### config.mk
export PLATFORM = sky130hd
export DESIGN_NAME = if_fetch_stage
export DESIGN_NICKNAME = d
export VERILOG_FILES = /design/src/rtl/if_fetch_stage_pkg.sv /design/src/rtl/if_fetch_stage_pc_inc.sv /design/src/rtl/if_fetch_stage.sv
export SDC_FILE = /design/constraint.sdc
export NUM_CORES = 1
export LEC_CHECK = 0
export ABC_AREA = 0
export CORE_UTILIZATION = 47
export DETAILED_ROUTE_END_ITERATION = 10
export HOLD_SLACK_MARGIN = 0.06
export PLACE_DENSITY = 0.77
export SYNTH_ARGS = -nofsm -noshare
export SYNTH_HDL_FRONTEND = slang
export SYNTH_SLANG_ARGS = --single-unit
### constraint.sdc
create_clock -name clk -period 1.96 [get_ports clk]
set_input_delay 0.294 -clock clk [delete_from_list [all_inputs] [get_ports clk]]
set_output_delay 0.294 -clock clk [all_outputs]
set_load 0.01 [all_outputs]
### src/rtl/if_fetch_stage_pkg.sv
// Shared types and constants for the instruction-fetch stage.
// Holds reset defaults, FSM encoding and the IF/ID / skid bundles.
package if_fetch_stage_pkg;

    localparam logic [31:0] DEF_RESET_PC  = 32'h0000_0000;
    localparam logic [31:0] DEF_NOP_INSTR = 32'h0000_0000;
    localparam logic [31:0] PC_INC        = 32'd4;

    typedef enum logic {
        RUN = 1'b0,
        BUF = 1'b1
    } fetch_state_t;

    typedef struct packed {
        logic [31:0] pc;
        logic [31:0] pc4;
        logic [31:0] instr;
        logic        valid;
    } ifid_t;

    typedef struct packed {
        logic [31:0] pc;
        logic [31:0] pc4;
        logic [31:0] instr;
    } skid_t;

endpackage

### src/rtl/if_fetch_stage_pc_inc.sv
// 32-bit PC incrementer: pc + 4, wrapping modulo 2^32.
// Carry-out is intentionally dropped.
module if_fetch_stage_pc_inc
    import if_fetch_stage_pkg::*;
(
    input  logic [31:0] pc,
    output logic [31:0] pc4
);

    assign pc4 = pc + PC_INC;

endmodule

### src/rtl/if_fetch_stage.sv
// Instruction-fetch stage: PC register, skid buffer and IF/ID register.
// Handles memory wait states, decode stalls and branch redirects.
module if_fetch_stage
    import if_fetch_stage_pkg::*;
#(
    parameter logic [31:0] RESET_PC  = DEF_RESET_PC,
    parameter logic [31:0] NOP_INSTR = DEF_NOP_INSTR
) (
    input  logic        clk,
    input  logic        rst,
    input  logic        i_stall,
    input  logic        i_redirect,
    input  logic [31:0] i_redirect_pc,
    output logic [31:0] o_imem_addr,
    output logic        o_imem_req,
    input  logic        i_imem_ready,
    input  logic [31:0] i_imem_data,
    output logic [31:0] o_ifid_pc,
    output logic [31:0] o_ifid_pc4,
    output logic [31:0] o_ifid_instr,
    output logic        o_ifid_valid
);

    fetch_state_t state;
    fetch_state_t state_nxt;
    logic [31:0]  pc;
    logic [31:0]  pc_nxt;
    logic [31:0]  pc4;
    ifid_t        ifid;
    ifid_t        ifid_nxt;
    skid_t        skid;
    skid_t        skid_nxt;

    if_fetch_stage_pc_inc u_pc_inc (
        .pc  (pc),
        .pc4 (pc4)
    );

    assign o_imem_addr  = pc;
    assign o_imem_req   = (state == RUN);
    assign o_ifid_pc    = ifid.pc;
    assign o_ifid_pc4   = ifid.pc4;
    assign o_ifid_instr = ifid.instr;
    assign o_ifid_valid = ifid.valid;

    // Next-state: redirect beats stall beats normal fetch.
    always_comb begin
        state_nxt = state;
        pc_nxt    = pc;
        ifid_nxt  = ifid;
        skid_nxt  = skid;
        if (i_redirect) begin
            pc_nxt         = i_redirect_pc;
            ifid_nxt.valid = 1'b0;
            ifid_nxt.instr = NOP_INSTR;
            skid_nxt       = '0;
            state_nxt      = RUN;
        end else begin
            unique case (state)
                RUN: begin
                    if (i_imem_ready) begin
                        pc_nxt = pc4;
                        if (i_stall) begin
                            skid_nxt  = '{pc: pc, pc4: pc4, instr: i_imem_data};
                            state_nxt = BUF;
                        end else begin
                            ifid_nxt = '{pc: pc, pc4: pc4,
                                         instr: i_imem_data, valid: 1'b1};
                        end
                    end else if (!i_stall) begin
                        ifid_nxt.valid = 1'b0;
                        ifid_nxt.instr = NOP_INSTR;
                    end
                end
                BUF: begin
                    if (!i_stall) begin
                        ifid_nxt = '{pc: skid.pc, pc4: skid.pc4,
                                     instr: skid.instr, valid: 1'b1};
                        state_nxt = RUN;
                    end
                end
                default: state_nxt = RUN;
            endcase
        end
    end

    // State register: synchronous reset overrides every input.
    always_ff @(posedge clk) begin
        if (rst) begin
            state <= RUN;
            pc    <= RESET_PC;
            skid  <= '0;
            ifid  <= '{pc: 32'd0, pc4: 32'd0, instr: NOP_INSTR, valid: 1'b0};
        end else begin
            state <= state_nxt;
            pc    <= pc_nxt;
            skid  <= skid_nxt;
            ifid  <= ifid_nxt;
        end
    end

endmodule

==> impl_results.md <==
- Largest net degree at the start of global routing: 106
- Cell area power density: 807 mW/mm^2
- Crit-path slowest cell: clkdlybuf4s50_1
- Fin. Hold Viols: 0
- Vias/cell: 5.53
- Crit path DAT: 1.61 ns
- Mean post-synth cell area: 8.02 um^2
- Startpoint types: flip-flop
- Max clock buf depth: 3
- Vias: 9246
- Max Slew Vio Count: 0
- CTS tree: yes
- Vias in the first global route: 8798
- Fmax: 526 MHz
- Die Span X: 145 um
- Synth top area share: 46.0%
- Area grow syn2layout: 34.8%
- Slowest stage delay, CP: 0.61 ns
- CTS Buf Count: 23
- Nets: 1457
- Post-DP HPWL: 18300 um
- RD Place Congestion: 0.845
- Failing checks: DRC
- RSZ-0062 raised after global routing: no
- Total GRT Usage: 25.9%
- Boundary pin count: 199
- Power Total: 0.0105 W
- Dominant cell type by area after synthesis: dfxtp_1
- Full die area: 0.0211 mm^2
- Clk pin slew, worst setup/hold paths: 0.06 ns
- PortBufs: 198
- Status: complete, but fails checks
- Final core occ: 64.6%
- Final cycle utilization of the critical path: 96.9%
- Worst skew pair latency: 0.50 ns
- Peak supply drop: 0.000599 V
- Worst slew pin tran: 1.23 ns
- Number of core rows: 52
- Fin crit period: 1.90 ns
- DRT Pass-1 Iters: 8
- Wire per inst: 16.6 um
- DRC: 1
- Antenna violations before repair: 0
- HP Class: input pin to flip-flop
- Synth Instances: 1205
- Crit-path cells: clkdlybuf4s50_1
- Yosys reg bits: 222
- Initial drt markers: 708
- ANT cells: 0
- Max-cap violations: 0
- Primary FF master, synth: dfxtp_1
- Mapped cell area: 0.00967 mm^2
- Core Area: 0.0202 mm^2
- H-tree levels: 1
- Yosys cell types: 48
- GR Overflow Total: 0
- P_leak: 4.71 nW
- EDFF count, synth: 0
- Cell family with most CP delay: buffers and inverters
- Main area contributors after synthesis: dfxtp_1, a21oi_1, nand2_1
- Share of layout cells above drive strength 1: 11.7%
- CP Capture Type: output pin
- Crit path kind: flip-flop to output pin
- First-pass GRT wire length: 44900 um
- # setup viols final: 0
- Initial core utilization: 47.9%
- Asr flop ratio synth: 0%
- Number of fill cells: 1689
- Slew Limit Headroom: 17.9%
- CP max FO: 7
- Chip Height: 145 um
- Crit path buffers/inverters: 1
- Worst Skew: 0.0119 ns
- Synth Warn #: 0
- Sequential area share after synthesis: 46.0%
- Total Wirelength: 27800 um
- Clk sinks: 222
- Synth Net Count: 1275
- Root Buffer: clkbuf_16
- WP data required: 1.67 ns
- Routed Antenna Nets: 0
cells in the final DEF, fill, tap and decap left out, drive strengths merged, types with 3 or more instances in the layout:
cell and instances:
a211oi 39, a21oi 194, a31oi 4, a32oi 3
and2 3, and3 20, buf 82, clkbuf 33
clkdlybuf4s50 194, clkinv 5, clkinvlp 3, dfxtp 222
inv 19, mux2i 38, nand2 215, nand3 48
nand4 16, nor2 110, nor2b 4, nor3 10
nor4 4, o211ai 3, o21a 16, o21ai 31
o22ai 20, xnor2 25, xor2 25
per-stage QoR:
| stage | hold WS [ns] | instances | instance area [um^2] | setup TNS (ns) | setup WS (ns) |
|---|---|---|---|---|---|
| 4_1_cts | 0.0694 | 1671 | 12900 | -0.000845 | -0.000845 |
| 6_report | 0.0812 | 1673 | 13000 | 0 | 0.0604 |
| 3_3_place_gp | 0.441 | 1630 | 12200 | -3.25 | -0.0905 |
| 3_5_place_dp | 0.447 | 1630 | 12200 | -12.23 | -0.148 |
| 5_1_grt | 0.0990 | 1673 | 13000 | 0 | 0.00449 |
| 2_1_floorplan | 0.430 | 1205 | 9670 | 0 | 0.0243 |
flip-flops by register name, summed over array words and instances (netlist names):
name and count:
skid 94, o_imem_addr 32, o_ifid_pc 32, state 1, o_ifid_pc4 30, o_ifid_valid 1
o_ifid_instr 32
Yosys cell counts (13+ instances only):
library cell	number
dfxtp_1	222
a211oi_1	39
o21ai_0	31
xor2_1	25
o22ai_1	20
mux2i_1	38
nand3_1	47
a21oi_1	194
xnor2_1	25
inv_1	19
buf_2	27
buf_4	13
o21a_1	16
nor2_1	108
and3_1	20
clkbuf_1	70
nand2_1	214
nand4_1	14
power breakdown:
| part | switching (W) | total [W] | internal [W] |
|---|---|---|---|
| clock | 0.00179 | 0.00441 | 0.00262 |
| sequential | 0.000125 | 0.00479 | 0.00467 |
| combinational | 0.000691 | 0.00132 | 0.000633 |
cell type report:
class / count / area [um^2] / share of cell area [%]
Tap cell: 270 / 338 / 2.59
Clock buffer: 33 / 703 / 5.39
Clock inverter: 8 / 70.1 / 0.538
Multi-Input combinational cell: 843 / 4670 / 35.8
Inverter: 20 / 78.8 / 0.605
Timing Repair Buffer: 277 / 2710 / 20.8
Sequential cell: 222 / 4470 / 34.3
metal layers:
layer / vias up / track usage [%] / wire length, um
met3: 67 / 3.61 / 1920
met2: 372 / 41.5 / 12900
li1: 4464 / - / -
met4: 0 / 10.1 / 926
met1: 4343 / 35.3 / 12100
met5: - / 0 / 0
final timing paths:
kind	from	endpoint	slack [ns]	depth (start not counted)
hold reg to reg	skid[25]$_SDFFE_PP0P_	skid[25]$_SDFFE_PP0P_	0.45	2
hold / removal	rst	o_ifid_pc[31]$_SDFFE_PP0P_	0.08	2
setup / recovery	o_imem_addr[26]$_SDFFE_PP0N_	o_imem_addr[26]	0.06	1
setup reg to reg	o_imem_addr[2]$_SDFFE_PP0N_	o_ifid_pc4[21]$_SDFFE_PP0P_	0.10	6
cells by family (layout without fill, tap and decap cells):
kind of cell | count (synthesis) | in the layout | share of synthesized area (%)
multiplexers | 38 | 38 | 3.93
AND/OR/NAND/NOR | 439 | 439 | 20.5
XOR/XNOR | 50 | 50 | 4.53
adder cells (fa/ha/maj) | 1 | 1 | 0.129
flip-flops | 222 | 222 | 46.0
buffers and inverters | 140 | 338 | 6.39
AO/OA/AOI/OAI | 315 | 315 | 18.5
timing repair:
item	in CTS	in global routing
gates resized for setup	6	21
hold buffers	0	0
setup endpoints to repair	7	42
setup buffers	0	2
pin swaps	0	4
Power figures use the tool's default switching activity.
